<file path="config.mk">
export PLATFORM = sky130hd
export DESIGN_NAME = hv_fault_mgr_flat
export DESIGN_NICKNAME = d
export VERILOG_FILES = /design/src/rtl/hv_fault_mgr_pkg.sv /design/src/rtl/hv_fault_mgr_if.sv /design/src/rtl/hv_flt_dgl.sv /design/src/rtl/hv_fault_mgr.sv /design/src/flat_wrapper.sv
export SDC_FILE = /design/constraint.sdc
export NUM_CORES = 1
export LEC_CHECK = 0
export CORE_MARGIN = 2
export CORE_UTILIZATION = 45
export DETAILED_ROUTE_END_ITERATION = 6
export MAX_ROUTING_LAYER = met4
export PLACE_DENSITY_LB_ADDON = 0.12
export SLEW_MARGIN = 20
export SYNTH_ARGS = -nofsm -noshare
export SYNTH_HDL_FRONTEND = slang
export SYNTH_HIERARCHICAL = 1
export SYNTH_SLANG_ARGS = --single-unit
export TNS_END_PERCENT = 100
</file>
<file path="constraint.sdc">
create_clock -name i_clk -period 3.3 [get_ports i_clk]
set_clock_uncertainty 0.1 [all_clocks]
set_input_delay 0.66 -clock i_clk [delete_from_list [all_inputs] [get_ports i_clk]]
set_output_delay 0.66 -clock i_clk [all_outputs]
set_load 0.03 [all_outputs]
</file>
<file path="src/rtl/hv_fault_mgr_pkg.sv">
// Shared types and constants for the HV fault manager.
package hv_fault_pkg;

    typedef enum logic [1:0] {
        ST_NORM  = 2'd0,
        ST_FAULT = 2'd1,
        ST_REC   = 2'd2
    } fsm_st_t;

    localparam int FLT_UV    = 0;
    localparam int FLT_OV    = 1;
    localparam int FLT_OT    = 2;
    localparam int FLT_OC    = 3;
    localparam int FLT_DESAT = 4;
    localparam int FLT_SCP   = 5;

    localparam logic [2:0] CODE_NONE  = 3'd0;
    localparam logic [2:0] CODE_UV    = 3'd1;
    localparam logic [2:0] CODE_OV    = 3'd2;
    localparam logic [2:0] CODE_OT    = 3'd3;
    localparam logic [2:0] CODE_OC    = 3'd4;
    localparam logic [2:0] CODE_DESAT = 3'd5;
    localparam logic [2:0] CODE_SCP   = 3'd6;

    // Highest-priority fault present in a sticky vector; SCP is the most severe.
    function automatic logic [2:0] flt_code_f(input logic [5:0] s);
        if (s[FLT_SCP])        return CODE_SCP;
        else if (s[FLT_DESAT]) return CODE_DESAT;
        else if (s[FLT_OC])    return CODE_OC;
        else if (s[FLT_OT])    return CODE_OT;
        else if (s[FLT_OV])    return CODE_OV;
        else if (s[FLT_UV])    return CODE_UV;
        else                   return CODE_NONE;
    endfunction

endpackage

</file>
<file path="src/rtl/hv_fault_mgr_if.sv">
// Fault flag inputs, clear handshake and status outputs of the fault manager.
interface hv_fault_mgr_if #(
    parameter int FLT_NUM = 6
);
    logic [FLT_NUM-1:0] i_flt;
    logic [FLT_NUM-1:0] i_flt_mask;
    logic               i_clr_req;
    logic               o_clr_ack;
    logic [FLT_NUM-1:0] o_flt_sticky;
    logic [2:0]         o_flt_code;
    logic               o_drv_off;
    logic [1:0]         o_fsm_st;

    modport master (
        output i_flt, i_flt_mask, i_clr_req,
        input  o_clr_ack, o_flt_sticky, o_flt_code, o_drv_off, o_fsm_st
    );

    modport slave (
        input  i_flt, i_flt_mask, i_clr_req,
        output o_clr_ack, o_flt_sticky, o_flt_code, o_drv_off, o_fsm_st
    );
endinterface

</file>
<file path="src/rtl/hv_flt_dgl.sv">
// Single-bit fault deglitcher. Slow bits need DGL_CYC consecutive unmasked
// high samples; fast bits qualify immediately.
module hv_flt_dgl #(
    parameter int DGL_CYC = 8,
    parameter bit FAST    = 1'b0
) (
    input  logic i_clk,
    input  logic i_rst,
    input  logic i_flt,
    input  logic i_mask,
    output logic o_qual
);

    logic w_act;
    assign w_act = i_flt & ~i_mask;

    if (FAST) begin : g_fast
        // Fast path has no state; clock and reset are intentionally unused here.
        logic w_unused;
        assign w_unused = i_clk | i_rst;
        assign o_qual   = w_act;
    end else begin : g_slow
        localparam logic [3:0] CNT_SAT = 4'(DGL_CYC);
        localparam logic [3:0] CNT_HIT = 4'(DGL_CYC - 1);
        logic [3:0] r_cnt;

        // Count consecutive unmasked high samples, saturating so the pulse fires once.
        always_ff @(posedge i_clk or posedge i_rst) begin
            if (i_rst)
                r_cnt <= '0;
            else if (!w_act)
                r_cnt <= '0;
            else if (r_cnt != CNT_SAT)
                r_cnt <= r_cnt + 4'd1;
        end

        // Not gated by the mask: a count already at the threshold still
        // qualifies if the mask rises on the final sample.
        assign o_qual = i_flt & (r_cnt == CNT_HIT);
    end

endmodule

</file>
<file path="src/rtl/hv_fault_mgr.sv">
// HV fault manager: deglitches fault flags, latches sticky status, forces the
// gate driver off and sequences clear/recovery.
//
// state | meaning
// NORM  | no fault, driver enabled
// FAULT | qualified fault latched, driver off, waiting for an accepted clear
// REC   | recovery hold-off countdown, driver off
module hv_fault_mgr
    import hv_fault_pkg::*;
#(
    parameter int                 FLT_NUM  = 6,
    parameter int                 DGL_CYC  = 8,
    parameter logic [FLT_NUM-1:0] FAST_MSK = 6'b110000,
    parameter int                 REC_CYC  = 16
) (
    input logic            i_clk,
    input logic            i_rst,
    hv_fault_mgr_if.slave  bus
);

    localparam logic [7:0] REC_LOAD = 8'(REC_CYC);

    logic [FLT_NUM-1:0] w_qual;
    logic [FLT_NUM-1:0] w_sticky_nxt;
    logic [FLT_NUM-1:0] r_sticky;
    fsm_st_t            r_state;
    fsm_st_t            w_state_nxt;
    logic [7:0]         r_rec_cnt;
    logic [7:0]         w_rec_cnt_nxt;
    logic               w_clr_acc;
    logic               r_clr_ack;
    logic               r_drv_off;
    logic [2:0]         r_flt_code;

    for (genvar gi = 0; gi < FLT_NUM; gi++) begin : g_dgl
        hv_flt_dgl #(
            .DGL_CYC (DGL_CYC),
            .FAST    (FAST_MSK[gi])
        ) u_dgl (
            .i_clk  (i_clk),
            .i_rst  (i_rst),
            .i_flt  (bus.i_flt[gi]),
            .i_mask (bus.i_flt_mask[gi]),
            .o_qual (w_qual[gi])
        );
    end

    // Next state, recovery count, clear acceptance and next sticky vector.
    always_comb begin
        w_state_nxt   = r_state;
        w_rec_cnt_nxt = r_rec_cnt;
        w_clr_acc     = 1'b0;
        case (r_state)
            ST_NORM: begin
                if (|w_qual)
                    w_state_nxt = ST_FAULT;
            end
            ST_FAULT: begin
                w_clr_acc = bus.i_clr_req && ((bus.i_flt & ~bus.i_flt_mask) == '0);
                if (w_clr_acc)
                    w_rec_cnt_nxt = REC_LOAD;
                // A qualify pulse coinciding with the clear keeps us in FAULT.
                if (|w_qual)
                    w_state_nxt = ST_FAULT;
                else if (w_clr_acc)
                    w_state_nxt = ST_REC;
            end
            ST_REC: begin
                if (|w_qual)
                    w_state_nxt = ST_FAULT;
                else if (r_rec_cnt == 8'd1)
                    w_state_nxt = ST_NORM;
                else
                    w_rec_cnt_nxt = r_rec_cnt - 8'd1;
            end
            default: begin
                w_state_nxt   = ST_REC;
                w_rec_cnt_nxt = REC_LOAD;
            end
        endcase
        w_sticky_nxt = (w_clr_acc ? '0 : r_sticky) | w_qual;
    end

    // State, counter and all registered outputs.
    always_ff @(posedge i_clk or posedge i_rst) begin
        if (i_rst) begin
            r_state    <= ST_REC;
            r_rec_cnt  <= REC_LOAD;
            r_sticky   <= '0;
            r_flt_code <= CODE_NONE;
            r_clr_ack  <= 1'b0;
            r_drv_off  <= 1'b1;
        end else begin
            r_state    <= w_state_nxt;
            r_rec_cnt  <= w_rec_cnt_nxt;
            r_sticky   <= w_sticky_nxt;
            r_flt_code <= flt_code_f(w_sticky_nxt);
            r_clr_ack  <= w_clr_acc;
            r_drv_off  <= (w_state_nxt != ST_NORM);
        end
    end

    assign bus.o_clr_ack    = r_clr_ack;
    assign bus.o_flt_sticky = r_sticky;
    assign bus.o_flt_code   = r_flt_code;
    assign bus.o_drv_off    = r_drv_off;
    assign bus.o_fsm_st     = r_state;

endmodule

</file>
<file path="src/flat_wrapper.sv">
// flat-port wrapper written by rule: the top's interface ports become plain ports
module hv_fault_mgr_flat import hv_fault_pkg::*;
#(
    parameter int                 FLT_NUM  = 6,
    parameter int                 DGL_CYC  = 8,
    parameter logic [FLT_NUM-1:0] FAST_MSK = 6'b110000,
    parameter int                 REC_CYC  = 16
)
  (i_clk, i_rst, bus_i_flt, bus_i_flt_mask, bus_i_clr_req, bus_o_clr_ack, bus_o_flt_sticky, bus_o_flt_code, bus_o_drv_off, bus_o_fsm_st);
  hv_fault_mgr_if #(.FLT_NUM(FLT_NUM)) bus_i ();
  input logic i_clk;
  input logic i_rst;
  input wire logic [$bits(bus_i.i_flt)-1:0] bus_i_flt;
  input wire logic [$bits(bus_i.i_flt_mask)-1:0] bus_i_flt_mask;
  input wire logic [$bits(bus_i.i_clr_req)-1:0] bus_i_clr_req;
  output wire logic [$bits(bus_i.o_clr_ack)-1:0] bus_o_clr_ack;
  output wire logic [$bits(bus_i.o_flt_sticky)-1:0] bus_o_flt_sticky;
  output wire logic [$bits(bus_i.o_flt_code)-1:0] bus_o_flt_code;
  output wire logic [$bits(bus_i.o_drv_off)-1:0] bus_o_drv_off;
  output wire logic [$bits(bus_i.o_fsm_st)-1:0] bus_o_fsm_st;
  assign bus_i.i_flt = bus_i_flt;
  assign bus_i.i_flt_mask = bus_i_flt_mask;
  assign bus_i.i_clr_req = bus_i_clr_req;
  assign bus_o_clr_ack = bus_i.o_clr_ack;
  assign bus_o_flt_sticky = bus_i.o_flt_sticky;
  assign bus_o_flt_code = bus_i.o_flt_code;
  assign bus_o_drv_off = bus_i.o_drv_off;
  assign bus_o_fsm_st = bus_i.o_fsm_st;
  hv_fault_mgr #(.FLT_NUM(FLT_NUM), .DGL_CYC(DGL_CYC), .FAST_MSK(FAST_MSK), .REC_CYC(REC_CYC)) u_core (.i_clk(i_clk), .i_rst(i_rst), .bus(bus_i));
endmodule
</file>
After elaboration in Yosys (flattened, before gate mapping)
Index checks and enable logic that the tools add are counted.
- bitwise gates (word level): 20
- add/sub/neg operators: 5
- equality and inequality tests: 18
- muxes and demuxes: 26
- reduce and logical (&&, ||, !) cells: 6
- operator list (kind ; number):
    4-bit 2-to-1 mux ; 8
    8-bit 2-to-1 mux ; 3
    8-bit one-hot mux with 3 select lines ; 1
    4-bit by 1-bit adder with 4-bit output (second input constant) ; 4
    4-bit by 3-bit equality test with 1-bit output (second input constant) ; 4
    4-bit inequality test (second input constant) ; 4
    3-bit 2-to-1 mux ; 5
    1-bit AND ; 10
    2-bit 2-to-1 mux ; 5
    2-bit by 1-bit inequality test with 1-bit output (second input constant) ; 5
    8-bit by 1-bit equality test with 1-bit output (second input constant) ; 1
    8-bit by 1-bit subtractor with 8-bit output (second input constant) ; 1
    1-bit inverter ; 7
    6-bit AND ; 1
    6-bit zero test ; 1
    6-bit 2-to-1 mux ; 1
    6-bit inverter ; 1
    6-bit bitwise OR ; 1
    2-bit one-hot mux with 3 select lines ; 1
    6-bit OR reduction ; 1
    2-bit inequality test (second input constant) ; 2
    4-bit AND reduction ; 1
    2-bit by 1-bit equality test with 1-bit output (second input constant) ; 1
    2-bit equality test (second input constant) ; 1
    other kinds (4) ; 5
- flip-flop bits (word level): 37
- output and inout port bits: 13

Depth between registers and ports, before layout
- depth after elaboration: 13
- gate-level depth with buffers: 7
- depth with buffers taken out: 7

Cells and area by module
The synthesis kept the hierarchy.
- by module, submodules not included (module ; sequential area each (µm²) ; area an instance (µm²) ; cells each ; times used):
    hv_fault_mgr ; 529.3 ; 1089.8 ; 106 ; 1
    hv_flt_dgl at u_core.g_dgl[0].u_dgl ... ; 100.1 ; 245.2 ; 23 ; 4
    hv_flt_dgl at u_core.g_dgl[4].u_dgl ... ; 0.0 ; 13.8 ; 1 ; 2

Worst setup path before layout
OpenSTA, ideal clock, no wires.
- kind: input port to flip-flop
- from: input port bus_i_flt[2]
- to: register u_core.r_rec_cnt[2]
- arrival time: 1934 ps
- cell stages on the path: 5
- required time: 3075 ps
- slack: 1141 ps
- path through: and4b_2 -> nor4_1 -> nand3b_1 -> nor3_1 -> mux2_2
- cells in the longest elaborated chain, start to end: 5
- elaborated cells between the ends (all ways): 8
- RTL lines (what ; RTL line ; RTL):
    from (decl) ; flat_wrapper.sv:13 ; input wire logic [$bits(bus_i.i_flt)-1:0] bus_i_flt;
    6-bit AND ; hv_fault_mgr.sv:59 ; w_clr_acc = bus.i_clr_req && ((bus.i_flt & ~bus.i_flt_mask) == '0);
    6-bit zero test ; hv_fault_mgr.sv:59 ;
    1-bit logical AND ; hv_fault_mgr.sv:59 ;
    2-bit by 1-bit inequality test with 1-bit output (no line) ; n/a ;
    4-bit AND reduction (no line) (*) ; n/a ;
    to (signal assigned) ; hv_fault_mgr.sv:95 ; r_rec_cnt <= w_rec_cnt_nxt;
    to (decl) ; hv_fault_mgr.sv:28 ; logic [7:0] r_rec_cnt;
Every way passes the cells marked *; elsewhere a longest branch is shown, timed or not.
A chain may end at the register's enable or synchronous reset.

Final worst setup path
- from: input port bus_i_flt[2]
- to: register u_core.r_rec_cnt[3]
- elaborated cells between the ends (all ways): 8
- RTL lines (what ; RTL line ; RTL):
    1-bit AND ; hv_flt_dgl.sv:39 ; assign o_qual = i_flt & (r_cnt == CNT_HIT);
    via u_core.w_qual[2] ; hv_fault_mgr.sv:23 ; logic [FLT_NUM-1:0] w_qual;
    6-bit OR reduction ; hv_fault_mgr.sv:69 ; if (|w_qual)
    2-bit inequality test (no line) ; n/a ;
    4-bit AND reduction (no line) ; n/a ;
The timed path passes the listed nets, and every way through them passes these cells.

==> impl_results.md <==
* Layout cells sized above 1 at between 10% and 20%
* CP arrival at around 2.7 ns
* Most common cell after layout, fill and taps aside: dfrtp_1
* HP Start: u_core/r_rec_cnt[5]
* Multi-input logic area at 0.00107 mm2
* Final-report setup violation count at 0
* Critical Path RT at 3.37 ns
* Clock slew at reported path FFs at 0.07 ns
* # fillers at 364
* Worst-path cell chain: clkdlybuf4s50_1, and4b_2, nor4_1, nand3b_1, nor4_1, xnor2_1, nor2_1
* Post-synth ARST share at 100%
* Achievable Freq at about 380 MHz
* Clk_lat worst skew at 0.29 ns
* Max-cap violations at 0
* Fin nets at 258
* Clock root cell: clkbuf_8
* Number of buffers created by CTS at 5
* Family with the most delay on the worst path: simple AND/OR/NAND/NOR gates
* Routed WL at 3.98 mm
* Worst-Margin Slew at 0.783 ns
* Hold buffer count at cts at 0
* WP buf/inv at 1
* Hold path depth at 2
* R2R Path End: u_core/r_rec_cnt[3]
* Post-Syn Instances at 200
* Avg Cell Area, Syn at approximately 10 um2
* Gr ovfl total at 0
* Final Hold Viols at 0
* Reg2Reg Depth at 7
* Overall die height at 72.3 um
* Highest-delay cell along the critical path: clkdlybuf4s50_1
* CP Capture Type: register
* Post-Syn Area at 0.00210 mm2
* Initial Utilization at 47.5%
* P per Cell Area at 570 mW/mm2
* ANT cells at 0
* R2r setup slk at 0.88 ns
* Post CTS Setup Buffer Count at 0
* Core Area at between 0.004 and 0.005 mm2
* CTS max path bufs at 2
* Final worst path period share at 79.7%
* Die X-Extent at between 70 and 80 um
* Wire per inst at 13.9 um
* Core Util, Final at between 50% and 60%
* CTS resizes at 0
* Number of flops mapped to enable cells by yosys at 0
* Place WS at approximately 0.38 ns
* Via count at 1551
* Initial DRC Count at 83
* CTS Sinks at 37
* Placer Congestion at roughly 0.9
* P&R area growth vs syn at 22.0%
* CP Launch Type: input port
* Hold crit path type: reg2reg
* Overall Global Routing Usage at between 15 and 20%
* Die area at about 0.0052 mm2
* Netlist cell types at 42
* Sum Neg Setup Slack at 0 ns
* Status: finished, final reports clean
* Most used DFF post-synth: dfrtp_1
* Seq cells post-synth at 37
* Dpl hpwl at 3.16 mm
* Drc violations at 0
* Most frequent cells in the layout: dfrtp_1 (34), clkdlybuf4s50_1 (27), inv_1 (23)
* Slew margin rel. at 47.8%
* Worst Setup Slack, final at about 0.67 ns
* Final min period at 2.63 ns
* First-pass detailed-route iteration total at 4
* Stages on worst setup path at 7
* Leak at 1.16 nW
* Largest net degree at the start of global routing at 22
* Sequential area share after synthesis at 44.3%
* PortBufs at 27
* Worst r2r src: u_core/g_dgl[2].u_dgl/g_slow.r_cnt[0]
* Max-slew violation count at 0
* First-pass GRT wire length at 6.93 mm
* Critical path class: in2reg
* Final ANT Viol Nets at 0
* CTS tree: done
* Final Power at 0.00146 W
* IO Pins at 28
* Crit path max fanout at 7
* Synth Net Count at approximately 230
* Initial antenna violation count at 0
* H-tree Lvls at 2
* Vias in the first global route at 1576
* Vias/cell at 5.42
* Cell repeated most along the worst path: nor4_1
* Peak VDD IR at between 300 and 400 uV
* Storage element area at 930 um2
* Row cnt at 24
* Max incr delay on CP at 0.46 ns
* Hold endpoint: u_core/r_rec_cnt[5]
* Ys Warns at 6
* Unrepaired setup endpoints after global routing: false
==> per-layer routing <==
| layer | track usage [%] | wire [um] | up-vias |
|---|---|---|---|
| met4 | 6.71 | 68 | 0 |
| met5 | - | 0 | - |
| met3 | 4.31 | 196 | 8 |
| met1 | 22.4 | 1820 | 761 |
| li1 | - | - | 747 |
| met2 | 27.0 | 1890 | 35 |
==> where the power goes <==
part	internal, W	switching, W
Clock	0.000300	0.000160
Sequential	0.000517	0.0000664
Combinational	0.000184	0.000233
==> cells in the mapped netlist (all sizes together) (3+ instances only) <==
cell     n  area share (%)
a21oi    8             2.6
xor2     4             1.7
xnor2   10             4.2
nand3b  10             6.0
nor2b    4             1.9
or2b     5             1.8
nand3    4            0.95
or2      3            0.89
nand2b  10             3.0
ha      10             6.0
mux2i    5             2.4
nor2    20             3.6
nor4     6             1.8
inv     23             4.1
nor3     3            0.72
and4b    4             2.1
nand2    9             1.6
dfstp    3             3.8
dfrtp   34              41
==> flip-flops by register name, summed over array words and instances (netlist names) <==
name                             flops
u_core/g_dgl.u_dgl/g_slow.r_cnt     16
u_core/bus.o_fsm_st                  2
u_core/bus.o_clr_ack                 1
u_core/bus.o_flt_sticky              6
u_core/bus.o_drv_off                 1
u_core/r_rec_cnt                     8
u_core/bus.o_flt_code                3
==> how the worst max path moves through the flow <==
stage | from | endpoint | slack (ns)
floorplan | bus_i_flt[2] | u_core/r_rec_cnt[2] | 1.14
global placement | bus_i_flt[2] | u_core/r_rec_cnt[3] | 0.51
detailed placement | bus_i_flt[2] | u_core/r_rec_cnt[3] | 0.38
CTS | bus_i_flt[2] | u_core/r_rec_cnt[3] | 0.69
global route | bus_i_flt[2] | u_core/r_rec_cnt[3] | 0.45
finish | bus_i_flt[2] | u_core/r_rec_cnt[3] | 0.67
==> layout make-up <==
class	count	share of cell area, %
Tap cell	52	2.54
Timing Repair Buffer	27	10.6
Clock buffer	5	2.69
Clock inverter	3	2.54
Sequential cell	37	36.3
Inverter	23	3.37
Multi-Input combinational cell	139	42.0
==> tightest hold or removal path, cell delays in order, from the launching register on <==
cell and delay, ns:
dfrtp_1 0.36, xnor2_1 0.13, nor2_1 0.04
==> cell families (layout without fill, tap and decap cells) <==
group / count (synthesis) / in the layout / share of synthesized area (%)
and+or+nand+nor: 84 / 84 / 26.5
xor gates and xnor gates: 14 / 14 / 5.84
buffers and inverters: 24 / 58 / 4.47
AOI/OAI and AO/OA: 25 / 25 / 10.0
DFF: 37 / 37 / 44.3
adders and majority gates: 10 / 10 / 5.96
muxes: 6 / 6 / 2.92
==> metrics by stage <==
step	hold WS (ns)	instance area, um2	std cells
2_1_floorplan	0.326	2100	200
6_report	0.458	2560	286
4_1_cts	0.455	2560	286
5_1_grt	0.489	2560	286
3_5_place_dp	0.440	2430	278
3_3_place_gp	0.421	2430	278
(Power assumes the default switching activity.)
